`config.mk`:
```
export PLATFORM = sky130hd
export DESIGN_NAME = fifo_write_arbiter_flat
export DESIGN_NICKNAME = d
export VERILOG_FILES = /design/src/rtl/fifo_write_arbiter_if.sv /design/src/rtl/fifo_write_arbiter.sv /design/src/flat_wrapper.sv
export SDC_FILE = /design/constraint.sdc
export NUM_CORES = 1
export LEC_CHECK = 0
export BUFFER_PORTS_ARGS = -buffer_cell sky130_fd_sc_hd__buf_2
export CORE_ASPECT_RATIO = 1.4
export CORE_MARGIN = 10
export CORE_UTILIZATION = 33
export CTS_CLUSTER_DIAMETER = 150
export DETAILED_ROUTE_END_ITERATION = 7
export PLACE_DENSITY = 0.77
export SYNTH_ARGS = -nofsm -noshare
export SYNTH_HDL_FRONTEND = slang
export SYNTH_SLANG_ARGS = --single-unit
```
`constraint.sdc`:
```
create_clock -name clk -period 2 [get_ports clk]
set_input_delay 0.4 -clock clk [delete_from_list [all_inputs] [get_ports clk]]
set_output_delay 0.4 -clock clk [all_outputs]
set_load 0.02 [all_outputs]
```
`src/rtl/fifo_write_arbiter_if.sv`:
```
// Requester handshake plus shared fifo write port seen by fifo_write_arbiter.
// The arbiter binds to the slave modport; producers and the fifo sit on master.
interface fifo_write_arbiter_if #(
  parameter int NUM_REQ    = 4,
  parameter int DATA_WIDTH = 32
) ();
  logic [NUM_REQ-1:0]            req_valid;
  logic [NUM_REQ*DATA_WIDTH-1:0] req_data;
  logic [NUM_REQ-1:0]            req_ready;
  logic [NUM_REQ-1:0]            grant;
  logic [DATA_WIDTH-1:0]         fifo_data_in;
  logic                          fifo_write_en;
  logic                          fifo_full;

  modport master (
    output req_valid, req_data, fifo_full,
    input  req_ready, grant, fifo_data_in, fifo_write_en
  );

  modport slave (
    input  req_valid, req_data, fifo_full,
    output req_ready, grant, fifo_data_in, fifo_write_en
  );
endinterface

```
`src/rtl/fifo_write_arbiter.sv`:
```
// Round-robin arbiter sharing one fifo write port, with burst ownership of up to MAX_BURST beats.
// Optional per-requester saturating beat counters are built when FIFO_ARB_STATS_EN is defined.
module fifo_write_arbiter #(
  parameter int  NUM_REQ    = 4,
  parameter int  DATA_WIDTH = 32,
  parameter int  MAX_BURST  = 4,
  parameter int  STAT_WIDTH = 16,
  localparam int SEL_W      = $clog2(NUM_REQ)
) (
  input  logic                  clk,
  input  logic                  rst,
  fifo_write_arbiter_if.slave   bus,
  input  logic [SEL_W-1:0]      stat_sel,
  input  logic                  stat_clr,
  output logic [STAT_WIDTH-1:0] stat_count
);

  localparam int CNT_W = $clog2(MAX_BURST + 1);

  typedef enum logic {IDLE, BURST} state_t;

  state_t             state;
  logic [SEL_W-1:0]   owner;
  logic [SEL_W-1:0]   rr_ptr;
  logic [CNT_W-1:0]   beat_cnt;
  logic [SEL_W-1:0]   winner;
  logic [SEL_W-1:0]   sel;
  logic               found;
  logic [NUM_REQ-1:0] accept;

  function automatic logic [SEL_W-1:0] wrap_add(input logic [SEL_W-1:0] base, input int step);
    int sum;
    sum = int'(base) + step;
    if (sum >= NUM_REQ) sum = sum - NUM_REQ;
    return sum[SEL_W-1:0];
  endfunction

  // NOTE: every signal written in always_comb gets a default first so no latch is inferred.
  always_comb begin
    winner = '0;
    found  = 1'b0;
    for (int k = 0; k < NUM_REQ; k++) begin
      if (!found && bus.req_valid[wrap_add(rr_ptr, k)]) begin
        winner = wrap_add(rr_ptr, k);
        found  = 1'b1;
      end
    end
  end

  // A burst owner keeps the grant even while stalled on full or after dropping valid.
  always_comb begin
    bus.grant     = '0;
    bus.req_ready = '0;
    sel           = winner;
    if (!rst) begin
      if (state == BURST) begin
        sel                  = owner;
        bus.grant[owner]     = 1'b1;
        bus.req_ready[owner] = !bus.fifo_full;
      end else if (found && !bus.fifo_full) begin
        bus.grant[winner]     = 1'b1;
        bus.req_ready[winner] = 1'b1;
      end
    end
  end

  assign accept            = bus.req_valid & bus.req_ready;
  assign bus.fifo_write_en = |accept;
  assign bus.fifo_data_in  = (|bus.grant) ? bus.req_data[int'(sel)*DATA_WIDTH +: DATA_WIDTH]
                                          : '0;

  // NOTE: sequential state uses non-blocking assignments so all registers update from pre-edge values.
  always_ff @(posedge clk) begin
    if (rst) begin
      state    <= IDLE;
      owner    <= '0;
      rr_ptr   <= '0;
      beat_cnt <= '0;
    end else begin
      case (state)
        IDLE: begin
          if (found && !bus.fifo_full) begin
            if (MAX_BURST == 1) begin
              rr_ptr <= wrap_add(winner, 1);
            end else begin
              state    <= BURST;
              owner    <= winner;
              beat_cnt <= CNT_W'(1);
            end
          end
        end
        BURST: begin
          if (!bus.req_valid[owner]) begin
            state  <= IDLE;
            rr_ptr <= wrap_add(owner, 1);
          end else if (!bus.fifo_full) begin
            beat_cnt <= beat_cnt + CNT_W'(1);
            if (beat_cnt + CNT_W'(1) == CNT_W'(MAX_BURST)) begin
              state  <= IDLE;
              rr_ptr <= wrap_add(owner, 1);
            end
          end
        end
        default: state <= IDLE;
      endcase
    end
  end

`ifdef FIFO_ARB_STATS_EN
  logic [STAT_WIDTH-1:0] stat_q [NUM_REQ];

  // NOTE: the counter array is software-visible, so it is cleared by reset rather than left undefined.
  always_ff @(posedge clk) begin
    for (int i = 0; i < NUM_REQ; i++) begin
      if (rst || stat_clr) begin
        stat_q[i] <= '0;
      end else if (accept[i] && (stat_q[i] != '1)) begin
        stat_q[i] <= stat_q[i] + STAT_WIDTH'(1);
      end
    end
  end

  assign stat_count = stat_q[stat_sel];
`else
  logic unused_stat;
  assign unused_stat = ^{stat_sel, stat_clr};
  assign stat_count  = '0;
`endif

endmodule
```
`src/flat_wrapper.sv`:
```
// flat-port wrapper written by rule: the top's interface ports become plain ports
module fifo_write_arbiter_flat 
#(
  parameter int  NUM_REQ    = 4,
  parameter int  DATA_WIDTH = 32,
  parameter int  MAX_BURST  = 4,
  parameter int  STAT_WIDTH = 16,
  localparam int SEL_W      = $clog2(NUM_REQ)
)
  (clk, rst, stat_sel, stat_clr, stat_count, bus_req_valid, bus_req_data, bus_fifo_full, bus_req_ready, bus_grant, bus_fifo_data_in, bus_fifo_write_en);
  fifo_write_arbiter_if #(.NUM_REQ(NUM_REQ), .DATA_WIDTH(DATA_WIDTH)) bus_i ();
  input  logic clk;
  input  logic rst;
  input  logic [SEL_W-1:0] stat_sel;
  input  logic stat_clr;
  output logic [STAT_WIDTH-1:0] stat_count;
  input wire logic [$bits(bus_i.req_valid)-1:0] bus_req_valid;
  input wire logic [$bits(bus_i.req_data)-1:0] bus_req_data;
  input wire logic [$bits(bus_i.fifo_full)-1:0] bus_fifo_full;
  output wire logic [$bits(bus_i.req_ready)-1:0] bus_req_ready;
  output wire logic [$bits(bus_i.grant)-1:0] bus_grant;
  output wire logic [$bits(bus_i.fifo_data_in)-1:0] bus_fifo_data_in;
  output wire logic [$bits(bus_i.fifo_write_en)-1:0] bus_fifo_write_en;
  assign bus_i.req_valid = bus_req_valid;
  assign bus_i.req_data = bus_req_data;
  assign bus_i.fifo_full = bus_fifo_full;
  assign bus_req_ready = bus_i.req_ready;
  assign bus_grant = bus_i.grant;
  assign bus_fifo_data_in = bus_i.fifo_data_in;
  assign bus_fifo_write_en = bus_i.fifo_write_en;
  fifo_write_arbiter #(.NUM_REQ(NUM_REQ), .DATA_WIDTH(DATA_WIDTH), .MAX_BURST(MAX_BURST), .STAT_WIDTH(STAT_WIDTH)) u_core (.clk(clk), .rst(rst), .bus(bus_i), .stat_sel(stat_sel), .stat_clr(stat_clr), .stat_count(stat_count));
endmodule
```
==> results of run 1 <==
[power by group through the flow]
stage	sequential (W)	combinational, W	clock (W)
after floorplan	0.000181	0.000721	0
after global placement	0.000180	0.00104	0
after detailed placement	0.000181	0.00106	0
after CTS	0.000179	0.00127	0.000198
after global routing	0.000181	0.00170	0.000202
final	0.000181	0.00164	0.000199
[cells in the final DEF, fill, tap and decap left out, types with 3 or more instances in the layout]
cell type  netlist  final
buf_6            1     49
mux2i_1         66     29
dfxtp_1          8      4
buf_12           6      9
mux2i_4          0     25
nor2_1          20     17
o22ai_4          0      7
o22ai_2          0     25
mux2i_2          0     12
a21o_2           3      3
nor2_2           0      3
dfxtp_2          0      3
clkbuf_8         0      3
clkbuf_16        0      5
conb_1           1     16
a21oi_1          8      8
ha_4             0      3
buf_4           16     51
a22oi_2          0      6
nand2_1          6      4
buf_8            0      5
buf_2            6    135
[stage by stage]
| stage | hold WS, ns | TNS (ns) | instances | utilization, % |
|---|---|---|---|---|
| global placement | 0.473 | -15.51 | 490 | 60.7 |
| detailed placement | 0.478 | -16.66 | 490 | 60.7 |
| CTS | 0.484 | -16.83 | 509 | 69.9 |
| finish | 0.491 | -17.79 | 532 | 83.3 |
| global route | 0.520 | -20.15 | 532 | 83.3 |
| floorplan | 0.455 | -3.03 | 235 | - |
[cell families after synthesis]
family	Yosys count
XOR/XNOR	1
AND/OR/NAND/NOR	38
other	1
AO/OA/AOI/OAI	62
flip-flops	8
multiplexers	68
adder cells (fa/ha/maj)	6
buffers and inverters	36
[repair_timing]
item,4_1_cts,5_1_grt
gates cloned,1,7
pin swaps,14,27
gates resized for setup,86,107
buffers inserted,15,17
setup endpoints to repair,41,41
[area by class of cell]
| class | instances | area [µm²] |
|---|---|---|
| diodes | 2 | 5.00 |
| clock buffers | 3 | 41.3 |
| fillers | 287 | 927 |
| inverters | 4 | 22.5 |
| multi-input cells | 191 | 2270 |
| flip-flops and latches | 8 | 168 |
| well taps | 68 | 85.1 |
| repair buffers | 256 | 2050 |
[worst max-delay path, cell delays in order (launching register included)]
cell	delay, ns
dfxtp_2	0.36
nor2b_4	0.22
nor2_2	0.06
a221oi_4	0.28
buf_12	0.16
buf_12	0.13
buf_12	0.13
buf_6	0.10
mux2i_1	0.26
o22ai_2	0.13
buf_6	0.15
[sequential cells by signal, summed over array words and instances, names as in the netlist]
signal,flops
u_core.beat_cnt,3
u_core.owner,2
u_core.state,1
u_core.rr_ptr,2
[metal layers]
metal	track usage [%]	vias to the layer above	wire length (µm)
met1	20.4	1389	4340
met2	41.1	214	7220
li1	-	1297	-
met3	5.63	52	1110
met5	0	-	13
met4	4.80	2	595
[final timing paths]
| check | startpoint | end | slack, ns |
|---|---|---|---|
| max | u_core.state | bus_fifo_data_in[21] | -0.63 |
| min | u_core.beat_cnt[2] | u_core.beat_cnt[2] | 0.49 |
| max reg2reg | u_core.owner[0] | u_core.beat_cnt[2] | 0.10 |
| min reg2reg | u_core.beat_cnt[2] | u_core.beat_cnt[2] | 0.49 |
==> reports/qor.csv, run 1 <==
stage,metric,value,unit
synthesis,synth.most_common_cell,mux2i_1,
setup_path,critPathCaptureType,primary output,
routing,wl_per_cell,25.0,µm
global_route,antenna_found_initial,4,
global_route,grt_pass1_vias,2895,
sta,hold_violations,0,
pwr,power,0.00202,W
setup_path,start_kind,flip-flop,
die,dieWidth,84.2,µm
synthesis,synth_cell_types,41,
layout,nets,608,
global_route,grt_max_degree,26,
synthesis,syn-instance-count,220,
routing,first_iter_violations,158,
placement,hpwl,7.90,mm
placement,io_buffer_count,175,
clocking,numClockSinks,8,
routing,ant_nets,0,
routing,vias_per_cell,5.55,
worst_hold_path,holdPathStages,2,
routing,drt_wl_total,13.3,mm
clocking,cts-buffers-inserted,3,
setup_path,reg2regPathDepth,7,
sta,fin_crit_sh,132,%
synthesis,yosys.area_share.adder,3.95,%
die,die_h,110,µm
die,start_util,34.2,%
routing,first_pass_iters,4,
setup_path,critPathMaxFanout,5,
sta,setup_slack,-0.630,ns
routing,drc,0,
worst_hold_path,hold_class,reg -> reg,
synthesis,yosys.area.top_type,mux2i_1,
clocking,cts_htree_levels,1,
synthesis,synth_compound_area_share,23.3,%
synthesis,syn_avg_cell_area,8.64,µm²
synthesis,ys_seq_elements,8,
setup_path,required,1.60,ns
synthesis,synth_top_family_by_area,multiplexers,
die,die-area,0.00924,mm²
job,maxCapViolations,0,
pwr,power.internal,0.00119,W
sta,finalClockSkew,0.00843,ns
placement,place_area,0.00338,mm²
die,ioPinCount,195,
status,status,"finished, violations left",
synthesis,synth_top_area_share,34.7,%
setup_path,crit_type,reg -> out,
clocking,cts_hold_buf,0,
global_route,grt_usage,20.6,%
layout,stdcell_area,0.00464,mm²
placement,gp_congestion,0.914,
pwr,power_density,435,mW/mm²
pwr,power.clock.fraction,9.9,%
global_route,grt_first_pass_wirelength,15.6,mm
layout,syn2layout_area_growth,144,%
pwr,p_switching,0.000832,W
clocking,cts_tree,done,
synthesis,synth.top_cells.by_count,"mux2i_1, o22ai_1, nor2_1",
synthesis,ys.flop_type,dfxtp_1,
pwr,p_comb_share,81.2,%
die,num_rows,32,
synthesis,syn_area,0.00190,mm²
clocking,clock_path_buffers,2,
synthesis,async_flop_share,0,%
clocking,worstSkewPairLatency,0.23,ns
synthesis,synthXorXnorAreaFrac,0.461,%
pwr,leakage,2.07,nW
layout,layout-drive-gt1-share,79.4,%
die,coreArea,0.00557,mm²
synthesis,synth_edf_count,0,
status,violations,setup timing,
pwr,peakVddDrop,0.000454,V
placement,dp_slack,-0.561,ns
sta,fin_crit,2.63,ns
synthesis,yosysWarningCount,0,
sta,drv_slew,0,
synthesis,ys_top_cells_by_area,"mux2i_1, o22ai_1, dfxtp_1, buf_12, buf_4",
routing,num_vias,2954,
global_route,overflow,0,
sta,rsz0062_at_grt,yes,
clocking,clk_pin_slew_worst_paths,0.05,ns
pwr,seqPwrFrac,9.0,%
clocking,cts-root-buf,clkbuf_8,
sta,setup_viol,41,
synthesis,ys_seq_area_share,8.42,%
synthesis,muxShareOfSynthArea,36.5,%
synthesis,yosys.area_share.simple,10.9,%
pwr,swShare,41.2,%
setup_path,cp.arrival,2.23,ns
sta,clock.fmax,380,MHz
Power figures use the tool's default switching activity.
==> run 2: changes to the inputs <==
- CORE_ASPECT_RATIO: 1.4 -> unset
- GPL_TIMING_DRIVEN: unset -> 0
==> reports/qor.csv, run 2 (synthesis results as in run 1) <==
stage,metric,value,unit,change
status,status,"finished, violations left",,
clocking,cts_tree,done,,
setup_path,crit_type,reg -> out,,
setup_path,reg2regPathDepth,6,,-1
clocking,worstSkewPairLatency,0.23,ns,about the same
layout,final_cell_mix,"buf_2, buf_4, buf_6",,
clocking,cts-root-buf,clkbuf_8,,
setup_path,critPathMaxFanout,10,,+5
die,num_rows,27,,-16%
global_route,grt_pass1_vias,2896,,+0.035%
die,ioPinCount,195,,unchanged
global_route,grt_usage,20.8,%,+0.17 points
setup_path,cp.arrival,2.18,ns,-0.05 ns
routing,ant_nets,0,,unchanged
routing,drc,0,,unchanged
die,coreArea,0.00554,mm²,-0.45%
routing,first_pass_iters,4,,unchanged
placement,hpwl,7.50,mm,-5.0%
layout,stdcell_area,0.00432,mm²,-6.8%
routing,first_iter_violations,76,,-52%
global_route,grt_max_degree,11,,-58%
sta,hold-worst-slack,0.374,ns,-0.117 ns
worst_hold_path,hold_class,in -> reg,,
setup_path,required,1.60,ns,about the same
sta,setup_tns,-19.43,ns,-1.64 ns
setup_path,reg2reg_slack,0.10,ns,about the same
pwr,peakVddDrop,0.000337,V,-26%
die,start_util,34.3,%,+0.15 points
routing,drt_wl_total,11.2,mm,-15%
setup_path,r2r_start,u_core.owner[0],,
sta,hold_violations,0,,unchanged
setup_path,timing.rr.end,u_core.beat_cnt[2],,
sta,fin_crit,2.58,ns,-0.0487 ns
status,violations,setup timing,,
sta,finalClockSkew,0.000831,ns,-0.00760 ns
clocking,clock_path_buffers,2,,unchanged
routing,num_vias,2721,,-7.9%
sta,drv_slew,0,,unchanged
sta,fin_crit_sh,129,%,-2.4 points
layout,top_register,u_core.beat_cnt,,
clocking,cts-buffers-inserted,3,,unchanged
layout,num-fill-cells,368,,+28%
placement,place_area,0.00326,mm²,-3.4%
sta,rsz0062_at_grt,yes,,
layout,nets,593,,-2.5%
global_route,grt_first_pass_wirelength,15.4,mm,-1.8%
pwr,leakage,1.97,nW,-4.9%
layout,final_common_cell,buf_2,,
layout,syn2layout_area_growth,127,%,
die,die_h,95.9,µm,-13%
clocking,numClockSinks,8,,unchanged
global_route,overflow,0,,unchanged
layout,reg_top3,"u_core.beat_cnt (3), u_core.owner (2), u_core.rr_ptr (2)",,
clocking,clk_pin_slew_worst_paths,0.04,ns,about the same
sta,clock.fmax,387,MHz,+1.9%
pwr,power,0.00181,W,-10%
clocking,cts_hold_buf,0,,unchanged
setup_path,critPathCaptureType,primary output,,
placement,gp_congestion,0.963,,+5.3%
die,die-area,0.00920,mm²,-0.47%
sta,setup_slack,-0.581,ns,+0.0487 ns
clocking,cts_htree_levels,1,,unchanged
pwr,power_density,419,mW/mm²,-3.7%
placement,io_buffer_count,174,,-0.57%
routing,wl_per_cell,21.6,µm,-13%
layout,largest_reg_flops,3,,unchanged
setup_path,start_kind,flip-flop,,
layout,layout-drive-gt1-share,75.6,%,-3.8 points
job,maxCapViolations,0,,unchanged
global_route,antenna_found_initial,0,,-4
setup_path,crit_start,u_core.state,,
sta,setup_viol,41,,unchanged
setup_path,setup.worst_path.end,bus_fifo_data_in[9],,
routing,vias_per_cell,5.23,,-5.8%
die,dieWidth,95.9,µm,+14%
run 2: cell count changes in the layout (fill, tap and decap cells not counted), sizes merged:
cell | before | now
buf | 251 | 237
bufbuf | 0 | 1
clkbuf | 8 | 6
diode | 2 | 1
run 2: stage by stage:
step	instances	util, %	worst slack (ns)
5_1_grt	519	78.0	-0.656
3_3_place_gp	481	58.9	-0.547
3_5_place_dp	481	58.9	-0.606
4_1_cts	516	74.6	-0.501
6_report	520	78.0	-0.581
2_1_floorplan	235	-	-0.108
run 2: what timing repair did:
item | 4_1_cts | 5_1_grt
buffers inserted | 29 | 5
setup endpoints to repair | 41 | 42
resized for setup | 126 | 38
cloned | 3 | 0
pin swaps | 12 | 18
run 2: cell type report:
cell class | count | area (µm²) | area share, %
multi-input combinational | 191 | 2120 | 49.1
timing repair buffer | 210 | 1510 | 34.9
buffer | 31 | 358 | 8.28
sequential | 8 | 175 | 4.05
tap | 72 | 90.1 | 2.08
clock buffer | 3 | 41.3 | 0.955
inverter | 4 | 22.5 | 0.521
antenna | 1 | 2.50 | 0.0579
run 2: worst min-delay path by stage:
stage	end	start	depth (start not counted)
floorplan	u_core.beat_cnt[2]	u_core.beat_cnt[2]	2
global placement	u_core.beat_cnt[2]	u_core.beat_cnt[2]	2
detailed placement	u_core.beat_cnt[2]	u_core.beat_cnt[2]	2
CTS	u_core.state	rst	2
global route	u_core.state	rst	2
finish	u_core.state	rst	2
run 2: critical path, stage by stage, from the launching register on:
cell and delay [ns]:
dfxtp_4 0.35, nor2b_4 0.14, buf_4 0.15, a221oi_4 0.31, buf_12 0.17, buf_12 0.11, buf_12 0.16, mux2i_1 0.26
o22ai_2 0.13, buf_6 0.15
run 2: metal layers:
metal  track usage (%)  wire, µm  vias to the layer above
met5                 0         0                        -
met4              7.37       254                        0
met3              5.14       973                       18
met2              38.5      6210                      141
met1              22.2      3790                     1297
li1                  -         -                     1265
run 2: where the power goes:
group	total [W]	internal, W	leakage (nW)	switching (W)
registers	0.000181	0.000167	0.0682	0.0000140
clock network	0.000203	0.000131	0.0216	0.0000722
logic	0.00143	0.000765	1.88	0.000662
